$ cat src/rtl/ask_frame_scheduler.sv
// Frame sequencer for the ASK transmitter: preamble, sync, length, payload from a byte FIFO, optional CRC-8 (ASK_FRAME_CRC_EN), guard.
// Frame starts one cycle after start is sampled; writes are accepted only while idle (wr_ready low when busy, full or start).
module ask_frame_scheduler #(
    parameter int         BASE_DIV      = 50000,
    parameter int         PREAMBLE_BITS = 16,
    parameter logic [7:0] SYNC_WORD     = 8'hD5,
    parameter int         FIFO_DEPTH    = 16,
    parameter int         GUARD_BITS    = 4
) (
    input  logic                          clk,
    input  logic                          reset,
    input  logic [7:0]                    wr_data,
    input  logic                          wr_valid,
    output logic                          wr_ready,
    input  logic [1:0]                    rate_sel,
    input  logic                          start,
    input  logic                          abort,
    output logic                          tx_bit,
    output logic                          tx_active,
    output logic                          bit_strobe,
    output logic                          busy,
    output logic                          done,
    output logic                          aborted,
    output logic [$clog2(FIFO_DEPTH):0]   fifo_count
);

    localparam int AW   = $clog2(FIFO_DEPTH);
    localparam int CW   = AW + 1;
    localparam int PW   = $clog2(BASE_DIV + 1);
    localparam int MAXP = (PREAMBLE_BITS > GUARD_BITS) ? PREAMBLE_BITS : GUARD_BITS;
    localparam int MAXB = (MAXP > 8) ? MAXP : 8;
    localparam int BW   = $clog2(MAXB);

    typedef enum logic [2:0] {
        S_IDLE,
        S_PREAMBLE,
        S_SYNC,
        S_LEN,
        S_PAYLOAD,
`ifdef ASK_FRAME_CRC_EN
        S_CRC,
`endif
        S_GUARD
    } state_t;

    state_t          state, state_n;
    logic [PW-1:0]   cnt, cnt_n;
    logic [PW-1:0]   period, period_n;
    logic [BW-1:0]   bit_idx, bit_n;
    logic [7:0]      byte_idx, byte_n;
    logic [7:0]      len, len_n;
    logic [7:0]      sreg, sreg_n;
    logic            done_n, aborted_n;
    logic            pop, flush, wr_fire, bit_end;

    logic [7:0]      mem [FIFO_DEPTH];
    logic [AW-1:0]   wr_ptr, rd_ptr;
    logic [CW-1:0]   count;
    logic            full;

`ifdef ASK_FRAME_CRC_EN
    logic [7:0]      crc, crc_n;

    function automatic logic [7:0] crc8_step(input logic [7:0] c, input logic [7:0] d);
        logic [7:0] r;
        r = c ^ d;
        for (int i = 0; i < 8; i++) begin
            r = r[7] ? ((r << 1) ^ 8'h07) : (r << 1);
        end
        return r;
    endfunction
`endif

    assign full       = (count == CW'(FIFO_DEPTH));
    assign fifo_count = count;
    assign busy       = (state != S_IDLE);
    assign tx_active  = busy;
    assign bit_strobe = busy && (cnt == '0);
    assign wr_ready   = !reset && (state == S_IDLE) && !full && !start;
    assign wr_fire    = wr_valid && wr_ready;
    assign bit_end    = (cnt == period - PW'(1));

    always_comb begin
        tx_bit = 1'b0;
        case (state)
            S_PREAMBLE: tx_bit = ~bit_idx[0];
            S_SYNC, S_LEN, S_PAYLOAD: tx_bit = sreg[7];
`ifdef ASK_FRAME_CRC_EN
            S_CRC:      tx_bit = sreg[7];
`endif
            default:    tx_bit = 1'b0;
        endcase
    end

    always_comb begin
        state_n   = state;
        cnt_n     = cnt;
        period_n  = period;
        bit_n     = bit_idx;
        byte_n    = byte_idx;
        len_n     = len;
        sreg_n    = sreg;
        done_n    = 1'b0;
        aborted_n = 1'b0;
        pop       = 1'b0;
        flush     = 1'b0;
`ifdef ASK_FRAME_CRC_EN
        crc_n     = crc;
`endif
        if (state != S_IDLE) begin
            cnt_n = bit_end ? '0 : cnt + PW'(1);
            // Each payload byte leaves the FIFO during its first strobe; sreg already holds it.
            pop   = (state == S_PAYLOAD) && (cnt == '0) && (bit_idx == '0);
        end
        case (state)
            S_IDLE: begin
                if (start && count != '0) begin
                    state_n  = S_PREAMBLE;
                    len_n    = 8'(count);
                    period_n = PW'(BASE_DIV) >> rate_sel;
                    cnt_n    = '0;
                    bit_n    = '0;
`ifdef ASK_FRAME_CRC_EN
                    crc_n    = crc8_step(8'h00, 8'(count));
`endif
                end
            end
            S_PREAMBLE: begin
                if (bit_end) begin
                    if (bit_idx == BW'(PREAMBLE_BITS - 1)) begin
                        state_n = S_SYNC;
                        bit_n   = '0;
                        sreg_n  = SYNC_WORD;
                    end else begin
                        bit_n   = bit_idx + BW'(1);
                    end
                end
            end
            S_SYNC: begin
                if (bit_end) begin
                    if (bit_idx == BW'(7)) begin
                        state_n = S_LEN;
                        bit_n   = '0;
                        sreg_n  = len;
                    end else begin
                        bit_n   = bit_idx + BW'(1);
                        sreg_n  = {sreg[6:0], 1'b0};
                    end
                end
            end
            S_LEN: begin
                if (bit_end) begin
                    if (bit_idx == BW'(7)) begin
                        state_n = S_PAYLOAD;
                        bit_n   = '0;
                        byte_n  = '0;
                        sreg_n  = mem[rd_ptr];
`ifdef ASK_FRAME_CRC_EN
                        crc_n   = crc8_step(crc, mem[rd_ptr]);
`endif
                    end else begin
                        bit_n   = bit_idx + BW'(1);
                        sreg_n  = {sreg[6:0], 1'b0};
                    end
                end
            end
            S_PAYLOAD: begin
                if (bit_end) begin
                    if (bit_idx != BW'(7)) begin
                        bit_n   = bit_idx + BW'(1);
                        sreg_n  = {sreg[6:0], 1'b0};
                    end else if (byte_idx == len - 8'd1) begin
                        bit_n   = '0;
`ifdef ASK_FRAME_CRC_EN
                        state_n = S_CRC;
                        sreg_n  = crc;
`else
                        state_n = S_GUARD;
`endif
                    end else begin
                        // rd_ptr already advanced by this byte's pop, so it addresses the next byte.
                        bit_n   = '0;
                        byte_n  = byte_idx + 8'd1;
                        sreg_n  = mem[rd_ptr];
`ifdef ASK_FRAME_CRC_EN
                        crc_n   = crc8_step(crc, mem[rd_ptr]);
`endif
                    end
                end
            end
`ifdef ASK_FRAME_CRC_EN
            S_CRC: begin
                if (bit_end) begin
                    if (bit_idx == BW'(7)) begin
                        state_n = S_GUARD;
                        bit_n   = '0;
                    end else begin
                        bit_n   = bit_idx + BW'(1);
                        sreg_n  = {sreg[6:0], 1'b0};
                    end
                end
            end
`endif
            S_GUARD: begin
                if (bit_end) begin
                    if (bit_idx == BW'(GUARD_BITS - 1)) begin
                        state_n = S_IDLE;
                        done_n  = 1'b1;
                    end else begin
                        bit_n   = bit_idx + BW'(1);
                    end
                end
            end
            default: state_n = S_IDLE;
        endcase
        if (abort && state != S_IDLE) begin
            state_n   = S_IDLE;
            done_n    = 1'b0;
            aborted_n = 1'b1;
            flush     = 1'b1;
            pop       = 1'b0;
        end
    end

    always_ff @(posedge clk) begin
        if (reset) begin
            state    <= S_IDLE;
            cnt      <= '0;
            period   <= '0;
            bit_idx  <= '0;
            byte_idx <= '0;
            len      <= '0;
            sreg     <= '0;
            done     <= 1'b0;
            aborted  <= 1'b0;
`ifdef ASK_FRAME_CRC_EN
            crc      <= '0;
`endif
        end else begin
            state    <= state_n;
            cnt      <= cnt_n;
            period   <= period_n;
            bit_idx  <= bit_n;
            byte_idx <= byte_n;
            len      <= len_n;
            sreg     <= sreg_n;
            done     <= done_n;
            aborted  <= aborted_n;
`ifdef ASK_FRAME_CRC_EN
            crc      <= crc_n;
`endif
        end
    end

    always_ff @(posedge clk) begin
        if (wr_fire) begin
            mem[wr_ptr] <= wr_data;
        end
    end

    // Writes only happen in IDLE and pops only in PAYLOAD, so they never coincide.
    always_ff @(posedge clk) begin
        if (reset || flush) begin
            wr_ptr <= '0;
            rd_ptr <= '0;
            count  <= '0;
        end else if (wr_fire) begin
            wr_ptr <= wr_ptr + AW'(1);
            count  <= count + CW'(1);
        end else if (pop) begin
            rd_ptr <= rd_ptr + AW'(1);
            count  <= count - CW'(1);
        end
    end

endmodule

$ cat config.mk
export PLATFORM = sky130hd
export DESIGN_NAME = ask_frame_scheduler
export DESIGN_NICKNAME = d
export VERILOG_FILES = /design/src/rtl/ask_frame_scheduler.sv
export SDC_FILE = /design/constraint.sdc
export NUM_CORES = 1
export LEC_CHECK = 0
export CORE_ASPECT_RATIO = 0.75
export CORE_MARGIN = 2
export CORE_UTILIZATION = 30
export CTS_BUF_LIST = sky130_fd_sc_hd__clkbuf_8 sky130_fd_sc_hd__clkbuf_16
export DETAILED_ROUTE_END_ITERATION = 8
export MAX_ROUTING_LAYER = met4
export PLACE_DENSITY = 0.56
export SLEW_MARGIN = 20
export SYNTH_ARGS = -nofsm -noshare
export SYNTH_HDL_FRONTEND = slang
export SYNTH_SLANG_ARGS = --single-unit
$ cat constraint.sdc
create_clock -name clk -period 4.3 [get_ports clk]
set_input_delay 0.43 -clock clk [delete_from_list [all_inputs] [get_ports clk]]
set_output_delay 0.43 -clock clk [all_outputs]
set_load 0.02 [all_outputs]
# Word-level counts from Yosys, hierarchy flattened
# Memories as Yosys holds them, arrays and structs flattened. A register that Yosys moved wholly into a read port is not among the register bits.
# Index checks and enable logic that the tools add are counted.
# W data, S select, Z words.
# classes
n_reduce_logical	32
mux	54
n_bitwise	4
shift	1
addsub	9
n_eq_ne	28
# op_table
op	n
$mux W8	14
$mux W16	4
$mux W4	11
$mux W3	12
$pmux W8 S4	1
$ne A2 B2 Y1 const B	12
$pmux W4 S5	1
$pmux W3 S6	1
$add A16 B1 Y16 const B	1
$eq A16 B16 Y1	1
$logic_not A16 Y1	1
$pmux W8 S2	1
$shr A16 B2 Y16 const A	1
$sub A16 B1 Y16 const B	1
$reduce_and A7 Y1	2
$add A4 B1 Y4 const B	3
$reduce_and A12 Y1	1
$mux W5	2
$reduce_bool A5 Y1	2
$logic_and A1 B1 Y1	9
$add A8 B1 Y8 const B	1
$eq A8 B8 Y1	1
$eq A3 B2 Y1 const B	2
$eq A3 B3 Y1 const B	2
other kinds (26)	41
# word_totals
out_inout_bits	12
regBits	75
in_bits	15
mem_count	1
ramBits	128
# memory_table
name	depth	width	read_ports	rd_ports_with_merged_regs	wr	line_no	rtl
mem	16	8	1	1	1	56	logic [7:0] mem [FIFO_DEPTH];

# Logic depth before layout (Yosys ltp)
# Gate-level depths: netlist (run 1).
# depth
word_depth	9
depth_mapped	13

# Worst setup path after synthesis (run 1)
# Ideal clock, no wire load.
# synth_timing
path_kind	flip-flop to flip-flop
from	register state[2]
to	register count[4] (netlist: fifo_count[4])
required_ns	4.177
t_arrival_ns	3.959
path_buffers	2
stages_incl_launch_ff	14
slack_ns	0.218
setup_time_ns	0.123
path_cell_list	dfxtp_1 -> clkbuf_1 -> nor3_2 -> clkinv_1 -> a2111oi_0 -> and2_1 -> buf_2 -> inv_1 -> fa_1 -> a21o_1 -> a21oi_1 -> mux2i_1 -> xor2_1 -> nor2_1
# synth_via
elab_chain_cells	6
word_cells_on_any_way	16
classes_between	1 x eq/ne; 4 x mux; 11 x reduce/logical
# synth_lines
item	line_no	rtl
start: declaration	46	state_t state, state_n;
start signal: assignment	240	state <= state_n;
$logic_not A3 Y1 *	79	assign wr_ready = !reset && (state == S_IDLE) && !full && !start;
$logic_and A1 B1 Y1 * (3 in a row)	79	
net wr_ready	14	output logic wr_ready,
$logic_and A1 B1 Y1 *	80	assign wr_fire = wr_valid && wr_ready;
$mux W5 or $reduce_bool A2 Y1 (tied branches)	-	
end signal: assignment	269	count <= count + CW'(1);
end signal: assignment	272	count <= count - CW'(1);
end: declaration	58	logic [CW-1:0] count;
# Mark *: on every way through the listed nets, which the timed path passes. The rest lies on a longest branch.
# A chain may end at the register's enable or synchronous reset.

# Worst setup path in the final report (run 1)
# layout_timing
from	register period[11]
to	register byte_idx[7]
# layout_via
elab_chain_cells	4
word_cells_on_any_way	5
classes_between	1 x add/sub; 3 x eq/ne; 1 x reduce/logical
# layout_lines
item	line_no	rtl
start: declaration	48	logic [PW-1:0] period, period_n;
start signal: assignment	242	period <= period_n;
$sub A16 B1 Y16 *	81	assign bit_end = (cnt == period - PW'(1));
$eq A16 B16 Y1 *	81	
$ne A2 B2 Y1 (no line)	-	
$reduce_and A6 Y1 (no line) *	-	
end signal: assignment	244	byte_idx <= byte_n;
end: declaration	50	logic [7:0] byte_idx, byte_n;
# Every way passes the cells marked *; elsewhere a longest branch is shown, timed or not.

==> flow_summary.json, run 1 <==
{
  "status": "finished, final reports clean",
  "antenna_found_initial": 0,
  "hold_viol_final": 0,
  "maxSlewHeadroom_pct": 35.1,
  "post-dp-hpwl_um": 14500,
  "cts_tree": "done",
  "finalClockSkew_ps": 12.2,
  "vias": 6126,
  "synth-edff-count": 128,
  "arrival_ps": 3860,
  "clkLatencyLatePin_ps": 450,
  "reg2reg_slack_ps": 820,
  "grt.busiest_layer": "met1",
  "cts.sinks": 200,
  "nNetsFinal": 823,
  "rsz0062_at_grt": "no",
  "min_path_type": "reg2reg",
  "die_area_um2": 32500,
  "drv_slew": 0,
  "io_pins": 27,
  "p_per_area_nw_per_um2": 406,
  "regToRegEndpoint": "byte_idx[7]",
  "use_met1_pct": 21.1,
  "fin_crit_ps": 3480,
  "worst_hold_slack_ps": 459,
  "clk_pin_slew_ps": 80,
  "area_growth_pct": 14.5,
  "fmax_ghz": 0.288,
  "ctsResizeCount": 0,
  "cp_cell_sequence": "inv_1, ha_1, nor2b_1, or3_1, a211oi_1, nor4b_2, nand2_2, or4_1, a21oi_1",
  "drt-initial-drc-count": 535,
  "start_kind": "flip-flop",
  "drc": 0,
  "p_clk_share_pct": 35.9,
  "wl_per_cell_um": 17.9,
  "use_met2_pct": 19.4,
  "critPathMaxFanout": 16,
  "switching_power_mw": 1.24,
  "grt_max_degree": 35,
  "final_common_cell": "edfxtp_1",
  "fin_util_pct": 35.1,
  "crit_type": "reg2reg",
  "wirelength_um": 21500,
  "hold_start": "sreg[0]",
  "required_ps": 4680,
  "die_w_um": 207,
  "antenna_left": 0,
  "synthFlopType": "edfxtp_1",
  "critPathCaptureType": "flip-flop",
  "htreeDepth": 4,
  "netlist_area_um2": 9310,
  "cp_slowest_cell": "dfxtp_1",
  "slowest_delay_ps": 550,
  "switching_share_pct": 28.7,
  "die_height_um": 157,
  "synthCells": 759,
  "p_int_mw": 3.09,
  "p_comb_share_pct": 14.9,
  "power_frac_seq_pct": 49.2,
  "port_buffers": 26,
  "post_cts_buffers": 0,
  "timing.rr.start": "period[11]",
  "grt_pass1_vias": 5762,
  "power_mw": 4.33,
  "grt_pass1_wl_um": 34300,
  "grt_util_met3_pct": 2.79,
  "ys_seq_elements": 200,
  "p_leak_nw": 3.39,
  "hold_buffers": 0,
  "whs_path_depth": 2,
  "drtPass1Iterations": 5,
  "drive_gt1_share_pct": 14.9,
  "setup_viol": 0,
  "worst_slew_pin_slew_ps": 970,
  "final_cell_mix": "128 x edfxtp_1, 71 x dfxtp_1, 67 x nor2_1",
  "place_inst": 1168,
  "r2r_cells": 9,
  "clk_path_buf_depth": 2,
  "final_cells": 1200,
  "cts_root_buf": "clkbuf_16",
  "fin_tns_setup_ps": 0,
  "period_share_pct": 80.8,
  "grt-ovfl-total": 0,
  "min_to": "sreg[0]",
  "yosysSeqAreaShare_pct": 56.8,
  "async_flop_share_pct": 0,
  "insertedDiodeCount": 0,
  "synth_cell_type_count": 70,
  "numCtsBuffers": 17,
  "synth_nets": 794,
  "viasPerCell": 5.11,
  "ir_drop_mv": 0.297,
  "drv_cap": 0,
  "core_area_um2": 30300,
  "syn_avg_cell_area_um2": 12.3,
  "grtUsageTotal_pct": 14.2,
  "place.gp.congestion": 0.819,
  "rows": 55,
  "initial_core_util_pct": 30.7,
  "yosys_warnings": 0
}
[final cells by class]
class | count | area (um^2)
multi-input combinational | 493 | 3770
clock inverter | 15 | 136
clock buffer | 17 | 425
timing repair buffer | 53 | 463
inverter | 23 | 86.3
fill | 2964 | 19700
sequential | 200 | 5290
tap | 399 | 499
[registers in the layout, indices dropped and copies added (netlist names), named ones only]
name	count
wr_ptr	4
cnt	16
done	1
fifo_count	5
rd_ptr	4
len	5
byte_idx	8
sreg	8
aborted	1
period	9
mem	128
bit_idx	4
state	3
[worst max-delay path: cells and delay by family, from the launching register on]
family,cells,cell delay [ps]
fa+ha+maj,1,320
simple gates,5,1880
buf+inv,1,90
flops,1,550
compound gates,2,550
[worst max path at each step]
stage / from / to / slack [ps]
floorplan: state[2] / fifo_count[4] / 220
global placement: period[11] / byte_idx[6] / 1040
detailed placement: period[11] / cnt[10] / 920
CTS: period[11] / byte_idx[2] / 880
global route: period[11] / cnt[7] / 600
finish: period[11] / byte_idx[7] / 820
[power by group through the flow]
stage          sequential (mW)  clock (mW)  combinational, mW
5_1_grt                   2.14        1.67              0.707
3_5_place_dp              2.17           0              0.640
2_1_floorplan             2.16           0              0.434
4_1_cts                   2.13        1.59              0.643
3_3_place_gp              2.17           0              0.640
6_report                  2.13        1.56              0.644
[logic make-up after synthesis]
| logic type | synth area share (%) |
|---|---|
| xor gates and xnor gates | 3.72 |
| buffers and inverters | 2.77 |
| AOI/OAI and AO/OA | 8.95 |
| muxes | 10.4 |
| DFF | 56.8 |
| adders and majority gates | 2.88 |
| and+or+nand+nor | 14.5 |
[layer usage]
layer | share of wire (%) | up-vias
met2 | 43 | 151
met4 | 1.0 | 0
li1 | - | 2930
met1 | 52 | 3033
met5 | 0 | -
met3 | 4.2 | 12
[through the flow]
stage	cell area [um^2]	setup WS, ps
floorplan	9310	218
global placement	10100	1040
detailed placement	10100	921
CTS	10700	884
global route	10700	595
finish	10700	824
[synth_stat cells (all sizes together), types with 6 or more instances]
library cell / number / share of area, %
mux2i: 9 / 0.97
inv: 22 / 0.89
o21a: 6 / 0.48
nand4: 18 / 1.2
ha: 19 / 2.6
xor2: 21 / 2.0
nand3: 23 / 1.4
a21oi: 47 / 2.5
dfxtp: 72 / 15
nand2: 59 / 2.4
nor2: 67 / 2.7
nand2b: 7 / 0.47
o21ai: 23 / 1.2
nor3: 20 / 1.1
clkbuf: 32 / 1.3
nor4: 11 / 0.97
or4: 12 / 1.0
buf: 11 / 0.55
mux4: 38 / 9.2
xnor2: 16 / 1.5
a211oi: 9 / 0.78
and3: 9 / 0.60
edfxtp: 128 / 41
o31ai: 11 / 1.0
No activity file was read; power rests on OpenSTA's default activity.
==> run 2, diff against run 1 <==
--- a/config.mk
+++ b/config.mk
@@ -11,7 +11,7 @@
 export CTS_BUF_LIST = sky130_fd_sc_hd__clkbuf_8 sky130_fd_sc_hd__clkbuf_16
 export DETAILED_ROUTE_END_ITERATION = 8
 export MAX_ROUTING_LAYER = met4
-export PLACE_DENSITY = 0.56
+export PLACE_DENSITY = 0.57
 export SLEW_MARGIN = 20
 export SYNTH_ARGS = -nofsm -noshare
 export SYNTH_HDL_FRONTEND = slang
==> constraint.sdc (replaced) <==
create_clock -name clk -period 2.9 [get_ports clk]
set_input_delay 0.29 -clock clk [delete_from_list [all_inputs] [get_ports clk]]
set_output_delay 0.29 -clock clk [all_outputs]
set_load 0.02 [all_outputs]
==> run 2 against run 1 <==
Effect of this change: worst hold slack worse by 5.4 ps; via count up 3.6%; cell count increased by 3.6%; critical path type unchanged; critical endpoint is now sreg[3].
==> flow_summary.json, run 2 (same netlist as run 1, synthesis figures left out) <==
{
  "status": "finished, final reports clean",
  "min_path_type": "in2reg",
  "arrival_ps": 3150,
  "p_leak_nw": 3.66,
  "antenna_left": 0,
  "clkLatencyLatePin_ps": 440,
  "cts_tree": "done",
  "grt_pass1_vias": 5994,
  "die_height_um": 157,
  "core_area_um2": 30300,
  "crit_type": "reg2reg",
  "critPathCaptureType": "flip-flop",
  "reg_top3": "mem (128), cnt (16), period (9)",
  "fmax_ghz": 0.360,
  "htreeDepth": 4,
  "fin_crit_ps": 2780,
  "drive_gt1_share_pct": 20.3,
  "post-dp-hpwl_um": 15500,
  "power_mw": 6.64,
  "maxSlewHeadroom_pct": 52.7,
  "grt_pass1_wl_um": 35000,
  "fin_ws_ps": 121,
  "viasPerCell": 5.10,
  "final_common_cell": "edfxtp_1",
  "drc": 0,
  "drtPass1Iterations": 5,
  "largest_reg_flops": 128,
  "setup_viol": 0,
  "clk_pin_slew_ps": 80,
  "worst_hold_slack_ps": 454,
  "fin_tns_setup_ps": 0,
  "numCtsBuffers": 17,
  "port_buffers": 26,
  "place.gp.congestion": 0.892,
  "hold_viol_final": 0,
  "vias": 6345,
  "n_fill_cell": 2912,
  "drt-initial-drc-count": 655,
  "final_cell_mix": "128 x edfxtp_1, 71 x dfxtp_1, 68 x buf_4",
  "ir_drop_mv": 0.380,
  "io_pins": 27,
  "critPathMaxFanout": 9,
  "post-place-ws_ps": 94.2,
  "period_share_pct": 95.8,
  "rows": 55,
  "cts_root_buf": "clkbuf_16",
  "start_kind": "flip-flop",
  "required_ps": 3270,
  "regMostFlops": "mem",
  "wl_per_cell_um": 17.8,
  "grt-ovfl-total": 0,
  "initial_core_util_pct": 30.7,
  "antenna_found_initial": 0,
  "p_per_area_nw_per_um2": 598,
  "cts.sinks": 200,
  "insertedDiodeCount": 0,
  "finalClockSkew_ps": 11.4,
  "grtUsageTotal_pct": 14.5,
  "clk_path_buf_depth": 2,
  "worst_slew_pin_slew_ps": 709,
  "grt_max_degree": 35,
  "drv_cap": 0,
  "area_growth_pct": 19.3,
  "nNetsFinal": 866,
  "wirelength_um": 22100,
  "die_area_um2": 32500,
  "drv_slew": 0,
  "die_w_um": 207
}
==> run 2: critical path, stage by stage (launching register included) <==
cell and delay [ps]:
dfxtp_1 370, or4_4 590, nor4_2 300, o2111ai_2 180, a211oi_2 270, buf_4 170, nand3_4 140, or4_1 530
a21oi_1 150
==> run 2: report_power, final <==
part           internal [mW]  total (mW)  switching (mW)
Clock                   1.17        2.36            1.20
Combinational          0.468        1.15           0.683
Sequential              3.07        3.13          0.0552
Total                   4.71        6.64            1.93
==> run 2: layout make-up <==
type / count / area (um^2) / share of cell area [%]
Tap cell: 399 / 499 / 4.49
Multi-Input combinational cell: 493 / 3830 / 34.5
Inverter: 23 / 87.6 / 0.788
Timing Repair Buffer: 96 / 810 / 7.29
Clock buffer: 17 / 425 / 3.83
Clock inverter: 15 / 171 / 1.54
Sequential cell: 200 / 5290 / 47.6
==> run 2: per-layer routing <==
metal	share of wire [%]	global-route usage (%)	wire length (um)
met5	0	-	0
met4	0.87	3.27	193
met3	4.7	2.73	1040
met2	43	20.5	9420
met1	52	21.3	11400
==> run 2: path summary, 6_finish.rpt <==
path	startpoint	end	slack, ps	cells past startpoint
setup / recovery	period[4]	sreg[3]	120	8
hold / removal	abort	aborted	450	3
setup reg to reg	period[4]	sreg[3]	120	8
hold reg to reg	sreg[6]	sreg[6]	460	2
==> run 2: stage by stage <==
stage / util [%] / area, um^2 / instances
floorplan: - / 9350 / 759
global placement: 34.4 / 10500 / 1206
detailed placement: 34.4 / 10500 / 1206
CTS: 36.4 / 11000 / 1238
global route: 36.6 / 11100 / 1243
finish: 36.6 / 11100 / 1243
==> run 2: timing repair <==
| action | 4_1_cts | 5_1_grt |
|---|---|---|
| resized for setup | 1 | 6 |
| hold buffers | 0 | 0 |
| endpoints found under the setup margin | 1 | 15 |
| buffers inserted | 0 | 5 |
| pin swaps | 0 | 4 |
